<file path="src/rtl/issue_ctrl.sv">
// ---------------------------------------------------------------------------
// issue_ctrl
//   Consumer end of the decode/issue buffer. Looks at the two oldest buffer
//   entries (slot A = oldest, slot B = next) and decides each cycle whether
//   0, 1 or 2 instructions issue. The pop count goes back to the buffer.
//   A per-register load-use scoreboard holds off consumers of recent loads.
//   The issue valids toward EX are registered, and two performance counters
//   are kept.
//
// Ports
//   clk, rst            clock, synchronous active-high reset
//   is_valid[1:0]       head valids, [1]=slot A, [0]=slot B
//   a_*/b_*             per-slot sources, destination, write enable and
//                       class flags (load, mem, branch, solo)
//   stall               DCache / divider stall (freezes issue and state)
//   flush               branch-mispredict flush (kills issue this cycle)
//   using_num[1:0]      combinational pop count: 0, 1 or 2
//   ex_valid[1:0]       registered issue valids to EX, [1]=A, [0]=B
//   perf_issued         running count of issued instructions
//   perf_dual           running count of dual-issue cycles
// ---------------------------------------------------------------------------
module issue_ctrl #(
  parameter int NREG     = 32,
  parameter int LOAD_LAT = 2,
  parameter int CNT_W    = 2,
  parameter int PERF_W   = 32
) (
  input  logic              clk,
  input  logic              rst,
  input  logic [1:0]        is_valid,
  input  logic [4:0]        a_raddr1,
  input  logic [4:0]        a_raddr2,
  input  logic [4:0]        a_rd,
  input  logic              a_we,
  input  logic              a_is_load,
  input  logic              a_is_mem,
  input  logic              a_is_br,
  input  logic              a_is_solo,
  input  logic [4:0]        b_raddr1,
  input  logic [4:0]        b_raddr2,
  input  logic [4:0]        b_rd,
  input  logic              b_we,
  input  logic              b_is_load,
  input  logic              b_is_mem,
  input  logic              b_is_br,
  input  logic              b_is_solo,
  input  logic              stall,
  input  logic              flush,
  output logic [1:0]        using_num,
  output logic [1:0]        ex_valid,
  output logic [PERF_W-1:0] perf_issued,
  output logic [PERF_W-1:0] perf_dual
);

  localparam logic [CNT_W-1:0] LAT = CNT_W'(LOAD_LAT);

  logic [CNT_W-1:0] r_cnt [NREG];
  logic [NREG-1:0]  w_busy;
  logic             w_issue_a;
  logic             w_issue_b;
  logic             w_raw_ab;
  logic             w_set_a;
  logic             w_set_b;

  // r0 is hardwired, so its entry is never reported busy.
  always_comb begin
    w_busy = '0;
    for (int unsigned i = 1; i < NREG; i++) begin
      w_busy[i] = (r_cnt[i] != '0);
    end
  end

  // Slot B may not read or overwrite what slot A writes in the same cycle.
  assign w_raw_ab = a_we && (a_rd != 5'd0) &&
                    ((b_raddr1 == a_rd) || (b_raddr2 == a_rd) ||
                     (b_we && (b_rd == a_rd)));

  // is_valid == 2'b01 never issues because slot B depends on slot A issuing.
  assign w_issue_a = is_valid[1] && !stall && !flush &&
                     !w_busy[a_raddr1] && !w_busy[a_raddr2];

  assign w_issue_b = w_issue_a && is_valid[0] &&
                     !a_is_solo && !b_is_solo &&
                     !w_busy[b_raddr1] && !w_busy[b_raddr2] &&
                     !w_raw_ab &&
                     !(a_is_mem && b_is_mem) &&
                     !(a_is_br && b_is_br);

  assign using_num = w_issue_b ? 2'd2 : (w_issue_a ? 2'd1 : 2'd0);

  assign w_set_a = w_issue_a && a_is_load && a_we && (a_rd != 5'd0);
  assign w_set_b = w_issue_b && b_is_load && b_we && (b_rd != 5'd0);

  // Counters keep running through a flush: older loads still write back.
  // A new load's set wins over the decrement of the same entry.
  always_ff @(posedge clk) begin
    if (rst) begin
      for (int unsigned i = 0; i < NREG; i++) begin
        r_cnt[i] <= '0;
      end
    end else if (!stall) begin
      for (int unsigned i = 0; i < NREG; i++) begin
        if ((w_set_a && (a_rd == 5'(i))) || (w_set_b && (b_rd == 5'(i)))) begin
          r_cnt[i] <= LAT;
        end else if (r_cnt[i] != '0) begin
          r_cnt[i] <= r_cnt[i] - 1'b1;
        end
      end
    end
  end

  // Flush takes priority over stall on the EX valids.
  always_ff @(posedge clk) begin
    if (rst) begin
      ex_valid <= 2'b00;
    end else if (flush) begin
      ex_valid <= 2'b00;
    end else if (!stall) begin
      ex_valid <= {w_issue_a, w_issue_b};
    end
  end

  always_ff @(posedge clk) begin
    if (rst) begin
      perf_issued <= '0;
      perf_dual   <= '0;
    end else if (!stall && !flush) begin
      perf_issued <= perf_issued + PERF_W'(using_num);
      perf_dual   <= perf_dual + PERF_W'(w_issue_b);
    end
  end

endmodule
</file>
<file path="config.mk">
export PLATFORM = sky130hd
export DESIGN_NAME = issue_ctrl
export DESIGN_NICKNAME = d
export VERILOG_FILES = /design/src/rtl/issue_ctrl.sv
export SDC_FILE = /design/constraint.sdc
export NUM_CORES = 1
export LEC_CHECK = 0
export ABC_CLOCK_PERIOD_IN_PS = 13200
export BUFFER_PORTS_ARGS = -buffer_cell sky130_fd_sc_hd__buf_2
export CORE_MARGIN = 1
export CORE_UTILIZATION = 55
export DETAILED_ROUTE_END_ITERATION = 10
export PLACE_DENSITY = 0.85
export SLEW_MARGIN = 25
export SYNTH_ARGS = -nofsm -noshare
export SYNTH_HDL_FRONTEND = slang
export SYNTH_SLANG_ARGS = --single-unit
</file>
<file path="constraint.sdc">
create_clock -name clk -period 13.2 [get_ports clk]
set_clock_uncertainty 0.2 [all_clocks]
set_input_delay 2.64 -clock clk [delete_from_list [all_inputs] [get_ports clk]]
set_output_delay 2.64 -clock clk [all_outputs]
set_load 0.01 [all_outputs]
</file>
# Word level (Yosys, flattened, before mapping)
# Memory sizes are Yosys's and may differ from the RTL's.
# Cells that the tools add are included.
[word_totals]
reg_bits = 66
ramBits = 64
in_bits = 46
wordCells = 705
n_memories = 1
[op_classes]
add_sub_neg = 34
n_lt_le_gt_ge = 4
n_eq_ne = 65
mux = 364
bitwise = 64
reduce_logical = 170
[memory_table]
columns = ["memory", "words", "width", "rd", "rd_ports_with_merged_regs", "wr", "line", "source"]
rows = [
  ["r_cnt", 32, 2, 32, 0, 32, "57", "logic [CNT_W-1:0] r_cnt [NREG];"],
]
[ops]
columns = ["op", "n"]
rows = [
  ["1-bit 2-to-1 mux", 295],
  ["5-bit == test (second input constant)", 32],
  ["2-bit 2-to-1 mux", 65],
  ["1-bit logical AND", 88],
  ["5-bit by 4-bit == test with 1-bit output (second input constant)", 16],
  ["1-bit OR", 64],
  ["2-bit nonzero test", 32],
  ["2-bit by 1-bit subtractor with 2-bit output (second input constant)", 32],
  ["5-bit by 3-bit == test with 1-bit output (second input constant)", 8],
  ["1-bit logical OR", 34],
  ["32-bit by 1-bit adder with 32-bit output", 1],
  ["32-bit by 2-bit adder with 32-bit output", 1],
  ["5-bit by 6-bit < comparator with 1-bit output (second input constant)", 4],
  ["1-bit binary-select mux with 5-bit select", 4],
  ["5-bit by 2-bit == test with 1-bit output (second input constant)", 4],
  ["5-bit == test", 3],
  ["1-bit logical NOT", 11],
  ["5-bit by 1-bit == test with 1-bit output (second input constant)", 2],
  ["5-bit logical NOT", 2],
  ["5-bit nonzero test", 2],
  ["2-bit OR reduction", 1],
]

# Longest topological paths before layout
# An unclocked memory read counts as a cell.
[logic_depth]
depth_word = 26
depth_mapped = 20
mapped_depth_nobuf = 18

# Least setup slack after synthesis
# No wires, ideal clock.
[synth_timing]
kind = "input to output"
start = "in b_raddr1[0]"
end = "out using_num[1]"
t_arrival_ns = 4.695
required_ns = 10.360
setup_slack_ns = 5.665
cell_stages = 9
n_path_buf = 3
path_cell_list = "clkbuf_1 > mux4_2 > and3b_1 > o41ai_2 > a211oi_4 > buf_2 > nand2_2 > inv_1 > buf_4"
[synth_between]
elab_chain_cells = 9
elab_cells_between_ends = 14
[synth_rtl]
columns = ["element", "line", "source"]
rows = [
  ["from (decl)", "39", "input logic [4:0] b_raddr1,"],
  ["1-bit binary-select mux with 5-bit select or 5-bit == test (tied branches)", "84, 75", ""],
  ["1-bit 2-to-1 mux (implied by the code) or 1-bit logical OR (tied branches)", "84, 75", ""],
  ["1-bit logical NOT or 1-bit logical OR (tied branches)", "84, 75", ""],
  ["1-bit logical AND (on tied branches)", "83, 74", ""],
  ["1-bit logical AND or 1-bit logical NOT (tied branches)", "84, 85", ""],
  ["1-bit logical AND *", "84", "!w_busy[b_raddr1] && !w_busy[b_raddr2] &&"],
  ["1-bit logical AND *", "85", "!w_raw_ab &&"],
  ["1-bit logical AND *", "86", "!(a_is_mem && b_is_mem) &&"],
  ["via w_issue_b", "60", "logic w_issue_b;"],
  ["2-bit 2-to-1 mux *", "89", "assign using_num = w_issue_b ? 2'd2 : (w_issue_a ? 2'd1 : 2'd0);"],
  ["to (decl)", "49", "output logic [1:0] using_num,"],
]
# The timed path passes the listed nets; every way through them passes the cells marked *. The select of a mux whose other input is x is not followed.

# Worst setup path in the final report
[layout_timing]
start = "in b_raddr1[2]"
end = "out using_num[1]"
[layout_between]
elab_chain_cells = 9
elab_cells_between_ends = 14
[layout_rtl]
columns = ["element", "line"]
rows = [
  ["1-bit binary-select mux with 5-bit select or 5-bit == test (tied branches)", "84, 75"],
  ["1-bit 2-to-1 mux (implied by the code) or 1-bit logical OR (tied branches)", "84, 75"],
  ["1-bit logical NOT or 1-bit logical OR (tied branches)", "84, 75"],
  ["1-bit logical AND (on tied branches)", "83, 74"],
  ["1-bit logical AND or 1-bit logical NOT (tied branches)", "84, 85"],
  ["1-bit logical AND *", "84"],
  ["1-bit logical AND *", "85"],
  ["1-bit logical AND *", "86"],
  ["2-bit 2-to-1 mux *", "89"],
]
# Mark *: on every way between the ends. The rest lies on a longest branch, timed or not. The select of a mux whose other input is x is not followed.

==> impl_metrics.toml <==
[run_status]
status = "complete, no violations"

[place]
place.gp.congestion = 1.05
portBuffers = 113
dp_hpwl_mm = 17.3
dpl_worst_slack_ns = 5.49

[grt]
grt_pass1_wl_mm = 39.1
grt_use_total_pct = 29.8
grt_max_degree = 80
overflow = 0
grt_antenna_before_repair = 1
grt_pass1_vias = 7863

[power]
combPwrFrac_pct = 19.6
p_sw_mw = 0.339
pwr-share-clk_pct = 41.3
power.internal_mw = 0.822
vdd_drop_max_v = 0.0000915
power_frac_seq_pct = 39.1
p_sw_share_pct = 29.2
power.density_nw_per_um2 = 114
leakage_nw = 4.17

[setup_path]
cpMaxStageDelayCell = "mux4_2"
critical_path.cell_chain = "buf_2, mux2i_1, mux4_2, o221ai_1, o31ai_1, a211oi_4, buf_4, nand2_2, inv_1, buf_2"
critical_path_arrival_ns = 4.94
crit_path_max_incr_delay_ns = 0.48
end_kind = "primary output"
cp_common_cell = "buf_2"
r2r_cells = 19
required_ns = 10.36
path_class = "in2out"
rr_startpoint = "r_cnt[0][30]$_SDFFCE_PN0P_"
cp_max_fo = 34
rr_endpoint = "perf_issued[30]$_SDFFE_PP0P_"
startpoint_type = "primary input"
r2r_slack_ns = 7.81

[cells_and_area]
finalNetCount = 1193
multiInputGateArea_um2 = 5210
layout-drive-gt1-share_pct = 18.3
area_delta_synth_final_pct = 13.2
mostFrequentLayoutCell = "nor2_1"
regArea_um2 = 3180
layout_common_cells = "nor2_1, buf_2, nand2_1"
antennaDiodeCount = 0
nFillCells = 1283

[synth]
synth-main-ff-cell = "dfxtp_1"
synth_cells = 1037
ys_seq_area_share_pct = 35.4
syn_area_um2 = 9000
synth_cell_types = 74
avgSynthCellArea_um2 = 8.68
ys_async_sr_fraction_pct = 0
syn-num-nets = 1119
synth-seq-cells = 128
synth_warnings = 0
synth_edf_count = 62

[clocking]
htreeDepth = 4
root_buffer = "clkbuf_16"
clockBufferDepth = 2
cts_resized = 0
cts_tree = "yes"
path_clk_slew_ns = 0.06
numCtsBuffers = 17
post_cts_buffers = 0
clk_latency_ns = 0.42
hold_buffers = 0
clock_sinks = 128

[sta]
setup_ws_ns = 5.42
finalCritPeriodShare_pct = 58.9
rsz0062_at_grt = "false"
max_freq_mhz = 129
timing.setup.tns_ns = 0
worst_pin_slew_ns = 0.977
slew-limit-headroom_pct = 34.7
min_period_ns = 7.78
drv_slew = 0
setup_viol = 0
hold_viol = 0

[drt]
ant_nets = 0
drt-total-wl_mm = 24.4
post-route-drc-count = 0
via_per_inst = 6.30
drt_iter0_markers = 957
wl_per_cell_um = 18.2
vias = 8440
dr.pass1.iters = 5

[worst_hold_path]
min_from = "ex_valid[0]$_SDFFE_PP0N_"
holdPathEnd = "ex_valid[0]$_SDFFE_PP0N_"
holdPathStages = 2
min_path_type = "reg2reg"

[die]
core_area_um2 = 15900
die_x_um = 130
ios = 114
rows = 46
die_h_um = 130
die_area_um2 = 16900
start_util_pct = 56.4

[flow_run]
cap_violations = 0
==> worst max-delay path, delay by kind of cell <==
kind                   cells  cell delay (ns)
AOI/OAI and AO/OA          3             0.55
and+or+nand+nor            1             0.14
buffers and inverters      4             0.98
muxes                      2             0.61
==> state kept, by name (all words and copies together), names as in the netlist <==
signal       cells
ex_valid         2
perf_issued     32
perf_dual       32
r_cnt           62
==> cells in the mapped netlist, types with 5 or more instances <==
cell type / n / share of area, %
and4_1: 10 / 0.97
or2_2: 13 / 0.90
or3_1: 10 / 0.70
xnor2_1: 20 / 1.9
buf_4: 6 / 0.50
edfxtp_1: 62 / 21
nor2b_1: 9 / 0.63
buf_2: 10 / 0.56
ha_1: 35 / 4.9
a31oi_1: 26 / 1.8
nand3_1: 44 / 2.4
and3b_1: 5 / 0.49
and2_1: 7 / 0.49
nor3b_1: 7 / 0.58
xor2_1: 47 / 4.6
nand3b_1: 7 / 0.58
o21ai_0: 22 / 1.2
a211oi_1: 10 / 0.83
inv_1: 79 / 3.3
nand2_1: 84 / 3.5
nor4_1: 22 / 1.5
a22oi_1: 6 / 0.50
buf_1: 7 / 0.29
mux2i_1: 23 / 2.6
clkbuf_1: 37 / 1.5
dfxtp_1: 66 / 15
a41oi_1: 10 / 0.97
a21oi_1: 30 / 1.7
mux4_2: 14 / 3.5
mux2_2: 9 / 1.1
nor2_1: 128 / 5.3
nor3_1: 35 / 1.9
and3_1: 30 / 2.1
nand4_1: 41 / 2.9
==> power groups by stage <==
stage | Sequential, mW | Combinational (mW) | Clock [mW]
after floorplan | 0.460 | 0.163 | 0
after global placement | 0.461 | 0.212 | 0
after detailed placement | 0.462 | 0.219 | 0
after CTS | 0.454 | 0.222 | 0.482
after global routing | 0.456 | 0.246 | 0.499
final | 0.454 | 0.228 | 0.479
==> cells by family (layout without fill, tap and decap cells) <==
family / after synthesis / in the layout / synth area share, %
xor gates and xnor gates: 67 / 67 / 6.52
and+or+nand+nor: 476 / 476 / 27.9
buffers and inverters: 144 / 231 / 6.73
adders and majority gates: 36 / 36 / 5.09
AOI/OAI and AO/OA: 140 / 140 / 11.2
DFF: 128 / 128 / 35.4
muxes: 46 / 46 / 7.19
==> how the worst max path moves through the flow <==
stage,startpoint,end
6_report,b_raddr1[2],using_num[1]
2_1_floorplan,b_raddr1[0],using_num[1]
3_5_place_dp,a_rd[4],using_num[1]
4_1_cts,a_rd[4],using_num[1]
3_3_place_gp,b_raddr1[2],using_num[1]
5_1_grt,a_rd[4],using_num[1]
==> layer usage <==
metal	GRT usage (%)	share of wire [%]	wire length, um
met4	15.5	3.7	909
met5	0	0	0
met1	36.8	39	9620
met3	6.93	9.8	2390
met2	48.7	47	11500
==> stage by stage <==
step           area (um^2)  instances  total power, mW  hold WS, ns  util, %
2_1_floorplan         9000       1037            0.623        0.292        -
3_3_place_gp          9570       1308            0.673        0.264     60.1
3_5_place_dp          9570       1308            0.681        0.266     60.1
4_1_cts              10200       1340             1.16        0.278     63.9
5_1_grt              10200       1340             1.20        0.294     63.9
6_report             10200       1340             1.16        0.275     63.9
==> cell type report <==
type / instances / area share (%)
Clock buffer: 22 / 5.20
Inverter: 80 / 2.95
Sequential cell: 128 / 31.3
Tap cell: 216 / 2.65
Clock inverter: 10 / 0.786
Timing Repair Buffer: 119 / 6.02
Multi-Input combinational cell: 765 / 51.1
Power figures use the tool's default switching activity.
